===== src/rtl/dma_pkg.sv =====
// Shared types and helpers for the DMA channel scheduler.
package dma_pkg;

   typedef enum logic [2:0] {
      IDLE,
      ARB,
      START,
      EN,
      WAIT,
      DONE
   } state_e;

   localparam logic DIR_RD = 1'b0;
   localparam logic DIR_WR = 1'b1;

   function automatic int unsigned clog2(input int unsigned v);
      int unsigned r;
      r = 0;
      while ((64'(1) << r) < 64'(v)) r++;
      return r;
   endfunction

endpackage


===== src/rtl/dma_rr_arb.sv =====
// Rotating-priority arbiter: first request strictly above last, wrapping.
module dma_rr_arb
#(
   parameter int unsigned NUM_CH = 4,
   parameter int unsigned IW     = 2
)
(
   input  logic [NUM_CH-1:0] req,
   input  logic [IW-1:0]     last,
   output logic [NUM_CH-1:0] gnt_c,
   output logic [IW-1:0]     idx_c,
   output logic              any_c
);

   logic [2*NUM_CH-1:0] dbl;
   logic [2*NUM_CH-1:0] masked;

   // Doubled request vector with everything at or below last masked off.
   always_comb begin
      dbl    = {req, req};
      masked = '0;
      for (int unsigned j = 0; j < 2*NUM_CH; j++) begin
         if (j > 32'(last)) masked[j] = dbl[j];
      end
   end

   always_comb begin
      gnt_c = '0;
      idx_c = '0;
      any_c = 1'b0;
      for (int unsigned j = 0; j < 2*NUM_CH; j++) begin
         if (!any_c && masked[j]) begin
            any_c = 1'b1;
            idx_c = (j >= NUM_CH) ? IW'(j - NUM_CH) : IW'(j);
         end
      end
      if (any_c) gnt_c = NUM_CH'(1) << idx_c;
   end

endmodule


===== src/rtl/dma_chan_sched.sv =====
// Round-robin scheduler sharing one DMA engine among NUM_CH channels.
module dma_chan_sched
   import dma_pkg::*;
#(
   parameter int unsigned NUM_CH  = 4,
   parameter int unsigned WIDTH   = 8,
   parameter int unsigned TIMEOUT = 64
)
(
   input  logic                     clk,
   input  logic                     arst_n,
   input  logic [NUM_CH-1:0]        req,
   input  logic [NUM_CH-1:0]        req_dir,
   input  logic [NUM_CH*WIDTH-1:0]  req_len,
   output logic [NUM_CH-1:0]        grant,
   output logic [NUM_CH-1:0]        done,
   output logic                     err,
   output logic                     eng_start,
   output logic                     eng_rd_en,
   output logic                     eng_wr_en,
   output logic [WIDTH-1:0]         eng_len,
   input  logic                     eng_irq
);

   localparam int unsigned IW = clog2(NUM_CH);
   localparam int unsigned TW = clog2(TIMEOUT);

   state_e              state_q, state_d;
   logic [IW-1:0]       last_q, last_d;
   logic [IW-1:0]       ch_q, ch_d;
   logic                dir_q, dir_d;
   logic [WIDTH-1:0]    len_q, len_d;
   logic [WIDTH-1:0]    beat_q, beat_d;
   logic [TW-1:0]       timer_q, timer_d;
   logic [NUM_CH-1:0]   grant_q, grant_d;
   logic [NUM_CH-1:0]   done_q, done_d;
   logic                err_q, err_d;
   logic                start_q, start_d;
   logic                rd_q, rd_d;
   logic                wr_q, wr_d;

   logic [NUM_CH-1:0]   arb_gnt_c;
   logic [IW-1:0]       arb_idx_c;
   logic                arb_any_c;

   dma_rr_arb #(.NUM_CH(NUM_CH), .IW(IW)) u_arb (
      .req   (req),
      .last  (last_q),
      .gnt_c (arb_gnt_c),
      .idx_c (arb_idx_c),
      .any_c (arb_any_c)
   );

   // Next state; every output is computed here and registered below.
   always_comb begin
      state_d = state_q;
      last_d  = last_q;
      ch_d    = ch_q;
      dir_d   = dir_q;
      len_d   = len_q;
      beat_d  = beat_q;
      timer_d = timer_q;
      grant_d = grant_q;
      done_d  = '0;
      err_d   = 1'b0;
      start_d = 1'b0;
      rd_d    = 1'b0;
      wr_d    = 1'b0;
      unique case (state_q)
         IDLE: if (|req) state_d = ARB;
         ARB: begin
            if (arb_any_c) begin
               state_d = START;
               grant_d = arb_gnt_c;
               ch_d    = arb_idx_c;
               start_d = 1'b1;
               for (int unsigned i = 0; i < NUM_CH; i++) begin
                  if (arb_gnt_c[i]) begin
                     dir_d = req_dir[i];
                     len_d = req_len[i*WIDTH +: WIDTH];
                  end
               end
            end else begin
               state_d = IDLE;
            end
         end
         START: begin
            state_d = EN;
            beat_d  = '0;
            rd_d    = (dir_q == DIR_RD);
            wr_d    = (dir_q == DIR_WR);
         end
         EN: begin
            if (beat_q == len_q) begin
               state_d = WAIT;
               timer_d = '0;
            end else begin
               beat_d = beat_q + WIDTH'(1);
               rd_d   = (dir_q == DIR_RD);
               wr_d   = (dir_q == DIR_WR);
            end
         end
         WAIT: begin
            if (eng_irq) begin
               state_d = DONE;
               done_d  = grant_q;
            end else if (timer_q == TW'(TIMEOUT-1)) begin
               state_d = DONE;
               done_d  = grant_q;
               err_d   = 1'b1;
            end else begin
               timer_d = timer_q + TW'(1);
            end
         end
         DONE: begin
            state_d = IDLE;
            grant_d = '0;
            len_d   = '0;
            last_d  = ch_q;
         end
         default: state_d = IDLE;
      endcase
   end

   always_ff @(posedge clk or negedge arst_n) begin
      if (!arst_n) begin
         state_q <= IDLE;
         last_q  <= IW'(NUM_CH-1);
         ch_q    <= '0;
         dir_q   <= 1'b0;
         len_q   <= '0;
         beat_q  <= '0;
         timer_q <= '0;
         grant_q <= '0;
         done_q  <= '0;
         err_q   <= 1'b0;
         start_q <= 1'b0;
         rd_q    <= 1'b0;
         wr_q    <= 1'b0;
      end else begin
         state_q <= state_d;
         last_q  <= last_d;
         ch_q    <= ch_d;
         dir_q   <= dir_d;
         len_q   <= len_d;
         beat_q  <= beat_d;
         timer_q <= timer_d;
         grant_q <= grant_d;
         done_q  <= done_d;
         err_q   <= err_d;
         start_q <= start_d;
         rd_q    <= rd_d;
         wr_q    <= wr_d;
      end
   end

   assign grant     = grant_q;
   assign done      = done_q;
   assign err       = err_q;
   assign eng_start = start_q;
   assign eng_rd_en = rd_q;
   assign eng_wr_en = wr_q;
   assign eng_len   = len_q;

endmodule


===== config.mk =====
export PLATFORM = sky130hd
export DESIGN_NAME = dma_chan_sched
export DESIGN_NICKNAME = d
export VERILOG_FILES = /design/src/rtl/dma_pkg.sv /design/src/rtl/dma_rr_arb.sv /design/src/rtl/dma_chan_sched.sv
export SDC_FILE = /design/constraint.sdc
export NUM_CORES = 1
export LEC_CHECK = 0
export ABC_AREA = 1
export BUFFER_PORTS_ARGS = -buffer_cell sky130_fd_sc_hd__buf_2
export CORE_MARGIN = 2
export CORE_UTILIZATION = 50
export CTS_CLUSTER_DIAMETER = 50
export CTS_CLUSTER_SIZE = 40
export DETAILED_ROUTE_END_ITERATION = 7
export PLACE_DENSITY = 0.83
export SLEW_MARGIN = 20
export SYNTH_ARGS = -nofsm -noshare
export SYNTH_HDL_FRONTEND = slang
export SYNTH_SLANG_ARGS = --single-unit

===== constraint.sdc =====
create_clock -name clk -period 2.4 [get_ports clk]
set_input_delay 0.12 -clock clk [delete_from_list [all_inputs] [get_ports clk]]
set_output_delay 0.12 -clock clk [all_outputs]
set_load 0.05 [all_outputs]

# Yosys cells after proc, flatten, opt, wreduce, memory -nomap -nowiden
# Cells that the tools add are included.
dict set report classes {
  div_mod_pow 0
  mux 54
  eq_ne 15
  multipliers 0
  bitwise 1
  n_reduce_logical 25
  shifts 1
  magnitude_cmp 3
  n_addsub 2
}
# cell count
set op_table {}
lappend op_table {{8-bit 2-to-1 mux} 6}
lappend op_table {{8-bit case mux with 2 select lines} 2}
lappend op_table {{1-bit 2-to-1 mux} 22}
lappend op_table {{4-bit 2-to-1 mux} 5}
lappend op_table {{6-bit 2-to-1 mux} 3}
lappend op_table {{3-bit case mux with 5 select lines} 1}
lappend op_table {{2-bit 2-to-1 mux} 7}
lappend op_table {{3-bit 2-to-1 mux} 4}
lappend op_table {{2-bit inequality test, second input constant} 6}
lappend op_table {{6-bit case mux with 2 select lines} 1}
lappend op_table {{3-bit AND reduction} 3}
lappend op_table {{8-bit by 1-bit adder with 8-bit output, second input constant} 1}
lappend op_table {{8-bit == test} 1}
lappend op_table {{4-bit case mux with 2 select lines} 1}
lappend op_table {{6-bit by 1-bit adder with 6-bit output, second input constant} 1}
lappend op_table {{3-bit by 2-bit == test with 1-bit output, second input constant} 2}
lappend op_table {{3-bit == test, second input constant} 2}
lappend op_table {{6-bit == test, second input constant} 1}
lappend op_table {{1-bit logical AND} 6}
lappend op_table {{1-bit logical NOT} 6}
lappend op_table {{2-bit AND reduction} 3}
lappend op_table {{2-bit nonzero test} 3}
lappend op_table {{5-bit inequality test, second input constant} 1}
lappend op_table {{2-bit > comparator, first input constant} 2}
lappend op_table {{10 further kinds} 11}
dict set report word_totals {
  latchBits 0
  output_inout_bits 20
  wordCells 114
  mem_bits_rw 0
  mem_bits_ro 0
  regBits 42
  mem_count 0
  input_bits 43
}

# Logic depth before layout (Yosys ltp)
dict set report depth {
  word_depth 29
  depth_mapped 11
  ltp_nobuf 11
}

# By module
# From an unflattened synthesis, not the netlist that was laid out.
dict set report unflattened {
  hier_cells 347
  hier_area_um2 2571.2
}
# mod n_inst cells_per_inst area_each_um2 seq_area_each_um2
set by_module_without_submodules {}
lappend by_module_without_submodules {dma_chan_sched 1 314 2409.8 1053.5}
lappend by_module_without_submodules {dma_rr_arb 1 33 161.4 0.0}

# Worst setup path before layout
# No wires, ideal clock.
dict set report synth_timing {
  path_type {register -> register}
  startpoint {reg len_q[6] (netlist: eng_len[6])}
  endpoint {reg beat_q[4]}
  path_stages_with_launch 10
  path_buffers 0
  synth_period_minus_slack_ns 1.597
  setup_ns 0.121
  slack_ns 0.803
  arrival_ns 1.476
  t_required_ns 2.279
  path_cell_list {dfrtp_1 > or2_2 > nand3_1 > nor2_1 > nand2_1 > nand2_2 > nand2_2 > inv_2 > nand2_1 > o21ai_1}
}
dict set report synth_via {
  elab_chain_len 3
}
# element line
set synth_lines {}
lappend synth_lines {{start: declaration} dma_chan_sched.sv:32} ;# logic [WIDTH-1:0] len_q, len_d;
lappend synth_lines {{start signal: assignment} dma_chan_sched.sv:145} ;# len_q <= len_d;
lappend synth_lines {{8-bit == test} dma_chan_sched.sv:94} ;# if (beat_q == len_q) begin
lappend synth_lines {{2-bit inequality test (no source line)} --}
lappend synth_lines {{2-bit AND reduction (no source line)} --}
lappend synth_lines {{end signal: assignment} dma_chan_sched.sv:146} ;# beat_q <= beat_d;
lappend synth_lines {{end: declaration} dma_chan_sched.sv:33} ;# logic [WIDTH-1:0] beat_q, beat_d;
# Every way passes these cells.
# A chain may end at the register's enable or synchronous reset.

# Worst setup path after layout
dict set report layout_timing {
  startpoint {reg last_q[1]}
  endpoint {reg len_q[3] (netlist: eng_len[3])}
}
dict set report layout_via {
  elab_chain_len 28
  word_cells_on_any_way 42
  cone_classes {order compare: 3; eq/ne: 2; shift: 1; mux: 23; reduce/logical: 13}
}
# element line
set layout_lines {}
lappend layout_lines {{start: declaration} dma_chan_sched.sv:29} ;# logic [IW-1:0] last_q, last_d;
lappend layout_lines {{start signal: assignment} dma_chan_sched.sv:128} ;# last_q <= IW'(NUM_CH-1);
lappend layout_lines {{start signal: assignment} dma_chan_sched.sv:142} ;# last_q <= last_d;
lappend layout_lines {{1-bit by 2-bit > comparator with 1-bit output} dma_rr_arb.sv:23} ;# if (j > 32'(last)) masked[j] = dbl[j];
lappend layout_lines {{1-bit 2-to-1 mux} dma_rr_arb.sv:23}
lappend layout_lines {{1-bit 2-to-1 mux} dma_rr_arb.sv:32} ;# if (!any_c && masked[j]) begin
lappend layout_lines {{1-bit logical NOT} dma_rr_arb.sv:32}
lappend layout_lines {{1-bit logical AND} dma_rr_arb.sv:32}
lappend layout_lines {{1-bit 2-to-1 mux} dma_rr_arb.sv:32}
lappend layout_lines {{1-bit logical NOT} dma_rr_arb.sv:32}
lappend layout_lines {{1-bit logical AND} dma_rr_arb.sv:32}
lappend layout_lines {{(+10 left out)} --}
lappend layout_lines {{1-bit logical NOT} dma_rr_arb.sv:32}
lappend layout_lines {{1-bit logical AND} dma_rr_arb.sv:32}
lappend layout_lines {{2-bit 2-to-1 mux} dma_rr_arb.sv:32}
lappend layout_lines {{1-bit by 2-bit left shift with 4-bit output} dma_rr_arb.sv:37} ;# if (any_c) gnt_c = NUM_CH'(1) << idx_c;
lappend layout_lines {{4-bit 2-to-1 mux} dma_rr_arb.sv:37}
lappend layout_lines {{8-bit 2-to-1 mux (3 in a row)} dma_chan_sched.sv:78} ;# if (arb_gnt_c[i]) begin
lappend layout_lines {{8-bit 2-to-1 mux} dma_chan_sched.sv:72} ;# if (arb_any_c) begin
lappend layout_lines {{8-bit case mux with 2 select lines} dma_chan_sched.sv:69} ;# unique case (state_q)
# Parallel ways exist; a longest one is shown, timed or not. The select of a mux whose other input is x is not followed.

==> results.toml <==
[clocking]
insertion_delay_ps = 310
numCtsBuffers = 5
post_cts_buffers = 0
cts_tree = "yes"
clk_pin_slew_worst_paths_ps = 90
cts_hold_buffers = 2
cts.path.max_buffers = 2
cts_root_buffer = "clkbuf_8"
cts-resized-gates = 0
clkSinkCount = 42
htreeDepth = 2

[grt]
use_met2_pct = 35.4
grt_max_degree = 43
use_met3_pct = 3.88
grt_pass1_vias = 2204
grt-busiest-layer = "met2"
grt_usage_pct = 22.0
grt_pass1_wl_um = 9520
antenna_found_initial = 0
overflow = 0
met1_usage_pct = 29.5

[synth]
synthAdderAreaFrac_pct = 0.990
synth_compound_area_share_pct = 9.35
synth_xor_area_share_pct = 3.46
synth_area_mm2 = 0.00253
synth-edff-count = 0
synth_top_family_by_area = "simple AND/OR/NAND/NOR gates"
synth_cell_types = 35
synth_cells = 341
syn_nets = 386
synth_mux_area_share_pct = 0
synth_ff_type = "dfrtp_1"
synth-async-reset-ratio_pct = 100
synthSimpleGateAreaFrac_pct = 35.0
synth-seq-cells = 42
yosys_warnings = 0
ys_seq_area_share_pct = 41.7
syn_area_per_cell_um2 = 7.42

[pwr]
ir_worst_vdd_mv = 0.573
power_density_mw_per_mm2 = 1140
fin_total_pwr_mw = 3.44
p_leak_nw = 1.66

[setup_path]
crit_top_cell = "nand2_1"
cp_cell_sequence = "nand2_1 -> nand2_1 -> nand2_2 -> nor2_4 -> nand3_4 -> nand2_4 -> nand2_8 -> o21ai_1 -> inv_1 -> nand2_1 -> nand2_1"
reg2reg_from = "last_q[1]"
crit_family = "simple AND/OR/NAND/NOR gates"
reg2reg_to = "eng_len[3]"
slowest_delay_ps = 560
crit_start = "last_q[1]"
cp_max_fo = 13
cp-end-kind = "flop"
crit_buf_inv = 1
regToRegSetupSlack_ps = 580
cp.arrival_ps = 2030
critPathKind = "reg2reg"
r2r_cells = 11
crit_slowest_cell = "dfstp_2"
start_kind = "flop"
cp_data_required_time_ps = 2610

[outcome]
status = "complete, no violations"

[sta]
timing.final.hold_violations = 0
fmax_mhz = 550
slew_viol_final = 0
min_period_ps = 1820
skew_ps = 7.95
slew_headroom_pct = 40.3
tns_ps = 0
period_share_pct = 75.8
rsz0062_at_grt = "no"
worst_pin_slew_ps = 895
finalSetupViolCount = 0
fin_ws_ps = 581

[route]
antenna_left = 0
drt_first_iter_violations = 172
vias = 2341
drt-total-wl_um = 5520
drt-vias-per-instance = 4.91
first_pass_iters = 5
drc = 0
wire_per_inst_um = 11.6

[run]
maxCapViolCount = 0

[cells_and_area]
final_common_cell = "nand2_1"
drive_gt1_share_pct = 24.4
antenna_cells = 0
final_cell_mix = "98 x nand2_1, 62 x buf_2, 54 x inv_1"
stdcell_area_mm2 = 0.00302
nets = 454
post-route-util_pct = 63.0
area_delta_synth_final_pct = 19.2

[die]
initial_core_util_pct = 52.8
die_area_mm2 = 0.00564
io_pins = 63
die_h_um = 75.1
die_width_um = 75.1
rows = 25
core_area_mm2 = 0.00479

[worst_hold_path]
hp-class = "in2reg"
whs_path_depth = 5
holdPathEnd = "eng_len[1]"
hold_start = "req_len[25]"

[placement]
placed_area_mm2 = 0.00290
io_buffer_count = 62
hpwlAfterDp_um = 4250
pre_cts_ws_ps = 603
place_congestion = 0.836
==> sequential cells by signal, summed over array words and instances, names as in the netlist <==
signal     cells
beat_q         8
ch_q           2
dir_q          1
done           4
eng_len        8
eng_rd_en      1
eng_start      1
eng_wr_en      1
err            1
grant          4
last_q         2
state_q        3
timer_q        6
==> how the worst max path moves through the flow <==
stage,endpoint,slack [ps],cells after the start
floorplan,beat_q[4],800,9
global placement,eng_len[5],660,11
detailed placement,eng_len[4],600,11
CTS,eng_len[3],580,11
global route,eng_len[3],410,11
finish,eng_len[3],580,11
==> layer usage <==
| metal | share of wire [%] | vias up | wire (µm) |
|---|---|---|---|
| li1 | - | 1220 | - |
| met1 | 46 | 1045 | 2560 |
| met2 | 46 | 69 | 2560 |
| met3 | 5.3 | 7 | 291 |
| met4 | 2.0 | 0 | 112 |
| met5 | 0 | - | 0 |
==> cell usage after synthesis (2+ instances only) <==
library cell   n  area, µm²
inv_2          4       15.0
dfrtp_1       40       1000
nand2_1       98        368
inv_1         54        203
buf_4          3       22.5
nand3_1       23        115
nor2_4         2       22.5
ha_1           2       25.0
nand3_2        3       30.0
nand2_4        2       22.5
dfstp_2        2       52.6
xor2_1         6       52.6
xnor2_1        4       35.0
nor3_1         8       40.0
nand4_1       11       68.8
nor2_1        22       82.6
o21ai_1        4       20.0
o21ai_2        6       52.6
o21ai_0       21        105
nand2_2        5       31.3
or2_2          2       12.5
o22ai_1        4       25.0
or2_1          3       18.8
==> worst min-delay path, delay by kind of cell <==
family	cells	cell delay, ps
AOI/OAI and AO/OA	1	50
and+or+nand+nor	2	90
buffers and inverters	2	130
==> metrics by stage <==
stage	hold slack, ps	instances
after detailed placement	302	467
final	106	477
after global routing	109	477
after CTS	107	477
after global placement	300	467
after floorplan	-176	341
==> cell type report <==
cell class	count	area (µm²)
clock buffer	5	68.8
clock inverter	3	26.3
fill	414	1770
inverter	58	218
multi-input combinational	238	1230
sequential	42	1050
tap	67	83.8
timing repair buffer	64	330
==> cell families (layout without fill, tap and decap cells) <==
group,after synthesis,in the layout
buffers and inverters,61,130
DFF,42,42
adders and majority gates,2,2
and+or+nand+nor,186,186
AOI/OAI and AO/OA,40,40
xor gates and xnor gates,10,10
==> power by group <==
| part | leakage (nW) | switching (mW) | internal (mW) |
|---|---|---|---|
| registers | 0.545 | 0.173 | 0.933 |
| logic | 1.07 | 1.31 | 0.523 |
| clock network | 0.0495 | 0.285 | 0.216 |
Note: power is estimated with default switching activity, not from simulation.
